## config.mk

```make
export PLATFORM = sky130hd
export DESIGN_NAME = instr_fetch_flat
export DESIGN_NICKNAME = d
export VERILOG_FILES = /design/src/rtl/instr_fetch_if.sv /design/src/rtl/instr_fetch.sv /design/src/flat_wrapper.sv
export SDC_FILE = /design/constraint.sdc
export NUM_CORES = 1
export LEC_CHECK = 0
export BUFFER_PORTS_ARGS = -buffer_cell sky130_fd_sc_hd__clkbuf_2
export CORE_AREA = 2 2 103 80
export DETAILED_ROUTE_END_ITERATION = 10
export DIE_AREA = 0 0 105 82
export PLACE_DENSITY = 0.67
export SYNTH_ARGS = -nofsm -noshare
export SYNTH_HDL_FRONTEND = slang
export SYNTH_SLANG_ARGS = --single-unit
```

## constraint.sdc

```tcl
create_clock -name Clk -period 2 [get_ports Clk]
set_input_delay 0.4 -clock Clk [delete_from_list [all_inputs] [get_ports Clk]]
set_output_delay 0.4 -clock Clk [all_outputs]
set_load 0.02 [all_outputs]
```

## src/rtl/instr_fetch_if.sv

```systemverilog
// instr_fetch_if: fetch-side bundle between program counter logic, imem and the decode stage.
interface instr_fetch_if #(
  parameter int PC_W  = 10,
  parameter int IW    = 9,
  parameter int CNT_W = 16
);
  logic             Start;
  logic [PC_W-1:0]  StartAddr;
  logic [PC_W-1:0]  ImemAddr;
  logic [IW-1:0]    ImemRdata;
  logic [IW-1:0]    Instr;
  logic             InstrValid;
  logic             InstrReady;
  logic [PC_W-1:0]  Pc;
  logic             BranchTaken;
  logic [PC_W-1:0]  BranchTarget;
  logic             Done;
  logic [CNT_W-1:0] RetireCnt;
  modport master (
    input  Start, StartAddr, ImemRdata, InstrReady, BranchTaken, BranchTarget,
    output ImemAddr, Instr, InstrValid, Pc, Done, RetireCnt
  );
  modport slave (
    output Start, StartAddr, ImemRdata, InstrReady, BranchTaken, BranchTarget,
    input  ImemAddr, Instr, InstrValid, Pc, Done, RetireCnt
  );
endinterface

```

## src/rtl/instr_fetch.sv

```systemverilog
// instr_fetch: PC owner feeding a sync-read imem and the decoder over valid/ready.
// Define BRANCH_REL_EN for PC-relative branch targets (absolute otherwise).
module instr_fetch #(
  parameter int PC_W  = 10,
  parameter int IW    = 9,
  parameter int CNT_W = 16
) (
  input logic          Clk,
  input logic          Reset,
  instr_fetch_if.master f
);
  typedef enum logic [1:0] {IDLE, FILL, RUN, HALT} state_e;
  state_e           state_q;
  logic [PC_W-1:0]  pc_q, sa_q, tgt;
  logic [CNT_W-1:0] cnt_q;
  logic             valid_q, done_q, acc, halt, br;
  assign acc  = valid_q & f.InstrReady;
  assign halt = f.ImemRdata[IW-1:IW-5] == 5'b11111;
  assign br   = (state_q == RUN) & f.BranchTaken;
`ifdef BRANCH_REL_EN
  assign tgt = pc_q + f.BranchTarget;
`else
  assign tgt = f.BranchTarget;
`endif
  // Address is issued one cycle ahead of the instruction it returns.
  always_comb begin
    f.ImemAddr = Reset               ? '0 :
                 state_q == IDLE     ? (f.Start ? f.StartAddr : '0) :
                 state_q == FILL     ? sa_q :
                 br                  ? tgt :
                 (state_q == RUN && acc && !halt) ? pc_q + 1'b1 : pc_q;
  end
  assign f.Instr      = valid_q ? f.ImemRdata : '0;
  assign f.InstrValid = valid_q;
  assign f.Pc         = pc_q;
  assign f.Done       = done_q;
  assign f.RetireCnt  = cnt_q;
  always_ff @(posedge Clk) begin
    if (Reset) begin
      state_q <= IDLE;
      pc_q    <= '0;
      sa_q    <= '0;
      valid_q <= 1'b0;
      done_q  <= 1'b0;
      cnt_q   <= '0;
    end else begin
      if (acc && !(&cnt_q)) cnt_q <= cnt_q + 1'b1;
      case (state_q)
        IDLE, HALT: if (f.Start) begin
          sa_q    <= f.StartAddr;
          done_q  <= 1'b0;
          state_q <= FILL;
        end
        FILL: begin
          pc_q    <= sa_q;
          valid_q <= 1'b1;
          state_q <= RUN;
        end
        RUN: if (f.BranchTaken) begin
          pc_q    <= tgt;
          valid_q <= 1'b0;
        end else if (!valid_q) begin
          valid_q <= 1'b1;
        end else if (acc && halt) begin
          valid_q <= 1'b0;
          done_q  <= 1'b1;
          state_q <= HALT;
        end else if (acc) begin
          pc_q <= pc_q + 1'b1;
        end
        default: state_q <= IDLE;
      endcase
    end
  end
endmodule

```

## src/flat_wrapper.sv

```systemverilog
// flat-port wrapper written by rule: the top's interface ports become plain ports
module instr_fetch_flat 
#(
  parameter int PC_W  = 10,
  parameter int IW    = 9,
  parameter int CNT_W = 16
)
  (Clk, Reset, f_Start, f_StartAddr, f_ImemRdata, f_InstrReady, f_BranchTaken, f_BranchTarget, f_ImemAddr, f_Instr, f_InstrValid, f_Pc, f_Done, f_RetireCnt);
  instr_fetch_if #(.PC_W(PC_W), .IW(IW), .CNT_W(CNT_W)) f_i ();
  input logic Clk;
  input logic Reset;
  input wire logic [$bits(f_i.Start)-1:0] f_Start;
  input wire logic [$bits(f_i.StartAddr)-1:0] f_StartAddr;
  input wire logic [$bits(f_i.ImemRdata)-1:0] f_ImemRdata;
  input wire logic [$bits(f_i.InstrReady)-1:0] f_InstrReady;
  input wire logic [$bits(f_i.BranchTaken)-1:0] f_BranchTaken;
  input wire logic [$bits(f_i.BranchTarget)-1:0] f_BranchTarget;
  output wire logic [$bits(f_i.ImemAddr)-1:0] f_ImemAddr;
  output wire logic [$bits(f_i.Instr)-1:0] f_Instr;
  output wire logic [$bits(f_i.InstrValid)-1:0] f_InstrValid;
  output wire logic [$bits(f_i.Pc)-1:0] f_Pc;
  output wire logic [$bits(f_i.Done)-1:0] f_Done;
  output wire logic [$bits(f_i.RetireCnt)-1:0] f_RetireCnt;
  assign f_i.Start = f_Start;
  assign f_i.StartAddr = f_StartAddr;
  assign f_i.ImemRdata = f_ImemRdata;
  assign f_i.InstrReady = f_InstrReady;
  assign f_i.BranchTaken = f_BranchTaken;
  assign f_i.BranchTarget = f_BranchTarget;
  assign f_ImemAddr = f_i.ImemAddr;
  assign f_Instr = f_i.Instr;
  assign f_InstrValid = f_i.InstrValid;
  assign f_Pc = f_i.Pc;
  assign f_Done = f_i.Done;
  assign f_RetireCnt = f_i.RetireCnt;
  instr_fetch #(.PC_W(PC_W), .IW(IW), .CNT_W(CNT_W)) u_core (.Clk(Clk), .Reset(Reset), .f(f_i));
endmodule
```

# Yosys cells after proc, flatten, opt, wreduce, memory -nomap -nowiden

Cells that the tools add are included.

Bits of input ports: 34
Flip-flop bits (word level): 40
Word-level logic and storage cells: 62
Output and inout port bits: 47

Reduce and logical (&&, ||, !) cells: 15
Eq/ne operators: 11
$add $sub $neg: 2
Multiplexer cells: 26
Bitwise logic cells: 2

Operators with widths:

| cell                    | number |
|---|---|
| $mux W10                | 10 |
| $pmux W10 S2            | 1 |
| $add A16 B1 Y16 const B | 1 |
| $reduce_and A16 Y1      | 1 |
| $add A10 B1 Y10 const B | 1 |
| $mux W9                 | 1 |
| $mux W2                 | 4 |
| $reduce_and A4 Y1       | 2 |
| $mux W1                 | 7 |
| $ne A2 B2 Y1 const B    | 3 |
| $ne A3 B2 Y1 const B    | 2 |
| $pmux W2 S3             | 1 |
| $eq A5 B5 Y1 const B    | 1 |
| $reduce_and A5 Y1       | 1 |
| $eq A2 B2 Y1 const B    | 2 |
| $logic_and A1 B1 Y1     | 4 |
| $pmux W1 S2             | 2 |
| $reduce_bool A2 Y1      | 2 |
| $ne A3 B3 Y1 const B    | 1 |
| $and A1 B1 Y1           | 2 |
| $eq A2 B1 Y1 const B    | 1 |
| $logic_not A1 Y1        | 2 |
| $logic_not A2 Y1        | 1 |
| $ne A2 B1 Y1 const B    | 1 |
| 2 further kinds         | 2 |

# Depth between registers and ports, before layout

Depth after elaboration: 8
Mapped depth: 9
Gate-level depth less buffers: 6

# Worst setup path after synthesis

Ideal clock, no wire load.

Path kind: reg2out
Start point: reg u_core.pc_q[1], in the netlist u_core.f.Pc[1]
End point: out f_ImemAddr[4]
Arrival time: 2.005 ns
Buffers on the path: 0
Slack: -0.405 ns
Data required time: 1.600 ns
Stages on the path, launching flop included: 6
Cells stage by stage: dfxtp_1 -> ha_1 -> nand4_1 -> a211oi_1 -> xnor2_1 -> a2111oi_2

Cells in the longest elaborated chain, start to end: 6

Ends and longest elaborated chain:

| item                     | line               | text |
|---|---|---|
| start: declaration       | instr_fetch.sv:14  | `logic [PC_W-1:0] pc_q, sa_q, tgt;` |
| start signal: assignment | instr_fetch.sv:55  | `pc_q <= sa_q;` |
| start signal: assignment | instr_fetch.sv:60  | `pc_q <= tgt;` |
| start signal: assignment | instr_fetch.sv:69  | `pc_q <= pc_q + 1'b1;` |
| $add A10 B1 Y10          | instr_fetch.sv:31  | `(state_q == RUN && acc && !halt) ? pc_q + 1'b1 : pc_q;` |
| $mux W10                 | instr_fetch.sv:31  |  |
| $mux W10                 | instr_fetch.sv:30  | `br ? tgt :` |
| $mux W10                 | instr_fetch.sv:29  | `state_q == FILL ? sa_q :` |
| $mux W10                 | instr_fetch.sv:28  | `state_q == IDLE ? (f.Start ? f.StartAddr : '0) :` |
| $mux W10                 | instr_fetch.sv:27  | `f.ImemAddr = Reset ? '0 :` |
| end: declaration         | flat_wrapper.sv:18 | `output wire logic [$bits(f_i.ImemAddr)-1:0] f_ImemAddr;` |

No other way between the ends.

# Worst setup path in the final report

Start point: reg u_core.state_q[0]
End point: out f_ImemAddr[7]

Cells in the longest elaborated chain, start to end: 8
Elaborated cells on any way between the ends: 11
Classes of those cells: eq/ne (2); mux (5); bitwise (1); reduce/logical (3)

Ends and longest elaborated chain:

| item                              | line                                 | text |
|---|---|---|
| start: declaration                | instr_fetch.sv:13                    | `state_e state_q;` |
| start signal: assignment          | instr_fetch.sv:40                    | `state_q <= IDLE;` |
| start signal: assignment          | instr_fetch.sv:52                    | `state_q <= FILL;` |
| start signal: assignment          | instr_fetch.sv:57                    | `state_q <= RUN;` |
| $eq A2 B2 Y1                      | instr_fetch.sv:19, instr_fetch.sv:31 |  |
| $logic_and A1 B1 Y1 (2 in series) | instr_fetch.sv:31                    |  |
| $mux W10                          | instr_fetch.sv:31                    |  |
| $mux W10                          | instr_fetch.sv:30                    |  |
| $mux W10                          | instr_fetch.sv:29                    |  |
| $mux W10 *                        | instr_fetch.sv:28                    |  |
| $mux W10 *                        | instr_fetch.sv:27                    |  |

Mark *: on every way between the ends. The rest lies on a longest branch, timed or not.

==> flow_summary.yaml <==
placement:
  io_buffers: 80
  place_ws_ps: -311
  hpwl_mm: 8.24
  gp_congestion: 0.952
  dp_cells: 631
timing:
  setup_viol_count_final: 10
  hold_viol_final: 0
  worst_slack_ps: -427
  rsz0062_at_grt: "true"
  finClkSkew_ps: 8.95
  period_needed_ps: 2430
  slew_viol_final: 0
  slew_headroom_pct: 67.6
  min_period_over_period_pct: 121
  final.setup.tns_ps: -3500
  worst_pin_slew_ps: 481
  fmax_mhz: 412
cells_and_area:
  fin_nets: 582
  area_growth_pct: 55.5
  fin_cells: 648
  most-common-layout-cells: "78 x buf_4, 70 x clkbuf_2, 52 x nand2_1"
  drive_gt1_share_pct: 43.8
  final_common_cell: "buf_4"
  antennaDiodeCount: 0
worst_setup_path:
  crit_arrival_ps: 2030
  critical_path_class: "flop to output pin"
  cp-end-kind: "output pin"
  crit_fanout: 6
  worst_setup_path_start_kind: "flop"
  cp_data_required_time_ps: 1600
grt:
  track_usage_pct: 24.9
  grt_pass1_wl_mm: 17.0
  antenna_found_initial: 0
  grt_overflow_total: 0
  grt_pass1_vias: 3221
  grt_max_degree: 23
clock_network:
  cts_buffers: 5
  clk_pin_slew_ps: 90
  cts_tree: "yes"
  ctsHoldBuffers: 0
  clkSinkCount: 40
  clock_latency_ps: 300
  root_buffer: "clkbuf_8"
  htree_levels: 2
  clk_path_buf_depth: 2
synth:
  synthTopCellsByArea: "dfxtp_1 27%, a21oi_1 7.4%, nand2_1 6.7%, o21ai_0 4.2%, and2_1 3.2%"
  netlist_instances: 400
  yosysSeqAreaShare_pct: 27.1
  synth_top_area_share_pct: 27.1
  synth_async_sr_flop_share_pct: 0
  synth_ff_type: "dfxtp_1"
  synth_seq_cells: 40
  syn_nets: 440
  synth.distinct_cells: 67
  yosysTopAreaCell: "dfxtp_1"
  avgSynthCellArea_um2: 7.39
  synth-edff-count: 0
  yosys_warnings: 0
  syn_area_um2: 2960
pwr:
  p_total_w: 0.00544
  pwr_density_cell_nw_per_um2: 1180
  p_comb_share_pct: 61.7
  peakVddDrop_mv: 0.555
  cellLeakagePower_nw: 1.85
  p_int_w: 0.00316
  power.switching_w: 0.00228
  swShare_pct: 41.9
  pwr-share-seq_pct: 21.2
  p_clk_share_pct: 17.1
route:
  dr.first_iter.drc_count: 415
  drt-total-wl_mm: 11.4
  drc: 0
  avgViaCountPerCell: 5.81
  ant_nets: 0
  firstDrtPassIters: 5
  via_count: 3768
  avgRoutedWirePerCell_um: 17.5
outcome:
  violations: "negative setup slack"
  outcome: "complete, but fails checks"
floorplan:
  dieArea_um2: 8610
  start_util_pct: 38.7
  die_w_um: 105
  ioPinCount: 81
  rows: 28
  dieHeight_um: 82
  core_area_um2: 7640
job:
  cap_violations: 0
worst_hold_path:
  hold_path.class: "primary input to flop"
-- per-stage QoR --
| stage | util (%) | hold WS (ps) | area, um^2 |
|---|---|---|---|
| after global placement | 52.7 | 462 | 4020 |
| final | 60.2 | 340 | 4600 |
| after CTS | 57.8 | 331 | 4410 |
| after global routing | 60.2 | 336 | 4600 |
| after floorplan | - | 444 | 3060 |
| after detailed placement | 52.7 | 466 | 4020 |
-- critical path: stages (launching register included) --
cell and delay (ps):
dfxtp_4 380, inv_4 50, ha_4 170, buf_4 140
nand2_4 90, buf_6 100, nor4_1 30, a2111o_1 440
nor3_4 190, buf_6 140
-- power groups by stage --
stage | sequential, W | combinational [W] | clock (W)
after floorplan | 0.00121 | 0.00155 | 0
after global placement | 0.00112 | 0.00263 | 0
after detailed placement | 0.00113 | 0.00266 | 0
after CTS | 0.00113 | 0.00297 | 0.000946
after global routing | 0.00117 | 0.00358 | 0.000967
final | 0.00115 | 0.00336 | 0.000929
-- cell families (layout without fill, tap and decap cells) --
kind of cell	Yosys count	count (layout)	share of synthesized area, %
adder cells (fa/ha/maj)	6	6	2.54
XOR/XNOR	6	6	1.78
flip-flops	40	40	27.1
multiplexers	3	3	1.06
AO/OA/AOI/OAI	132	132	29.9
buffers and inverters	40	183	5.46
AND/OR/NAND/NOR	173	173	32.2
-- layer usage --
| metal | global-route usage, % | vias up | wire length (um) |
|---|---|---|---|
| met4 | 5.87 | 0 | 234 |
| met5 | 0 | - | 0 |
| met1 | 37.2 | 1749 | 5310 |
| li1 | - | 1797 | - |
| met3 | 4.05 | 31 | 839 |
| met2 | 37.1 | 191 | 4970 |
-- final timing paths --
path                            cells past startpoint               from  slack [ps]              to
worst max-delay path                                9  u_core.state_q[0]        -430   f_ImemAddr[7]
worst min-delay path                                3     f_StartAddr[8]         340  u_core.sa_q[8]
worst max register to register                      9  u_core.state_q[1]          70  u_core.f.Pc[7]
worst min register to register                      2      u_core.f.Done         480   u_core.f.Done
-- Yosys cell counts, drive strengths merged, types with 3 or more instances --
cell type,number
nor2b,6
a211oi,7
and2,15
nand3,18
o31ai,9
or3,10
nand4,11
o21ai,25
inv,9
nand3b,3
or2,3
nor3b,3
xnor2,4
ha,6
buf,14
nand2,53
nor2,15
dfxtp,40
a311oi,7
a31oi,3
a21o,3
o211ai,6
or4,5
nand2b,3
and3,4
clkbuf,17
and4,4
nor4,6
a21oi,44
nor3,6
-- state kept, by name, indices dropped and copies added (netlist names) --
| signal | cells |
|---|---|
| u_core.f.Done | 1 |
| u_core.f.InstrValid | 1 |
| u_core.f.Pc | 10 |
| u_core.f.RetireCnt | 16 |
| u_core.sa_q | 10 |
| u_core.state_q | 2 |
-- layout make-up --
class | instances | area, um^2
Clock inverter | 3 | 90.1
Timing Repair Buffer | 166 | 1170
Fill cell | 686 | 3040
Inverter | 9 | 41.3
Tap cell | 105 | 131
Clock buffer | 5 | 68.8
Sequential cell | 40 | 817
Multi-Input combinational cell | 320 | 2280
-- repair_timing --
item	4_1_cts	5_1_grt
setup endpoints to repair	20	16
hold endpoints to repair	0	0
setup buffers	5	3
gates resized for setup	50	43
gates cloned	1	1
pin swaps	21	14
(Power assumes the default switching activity.)
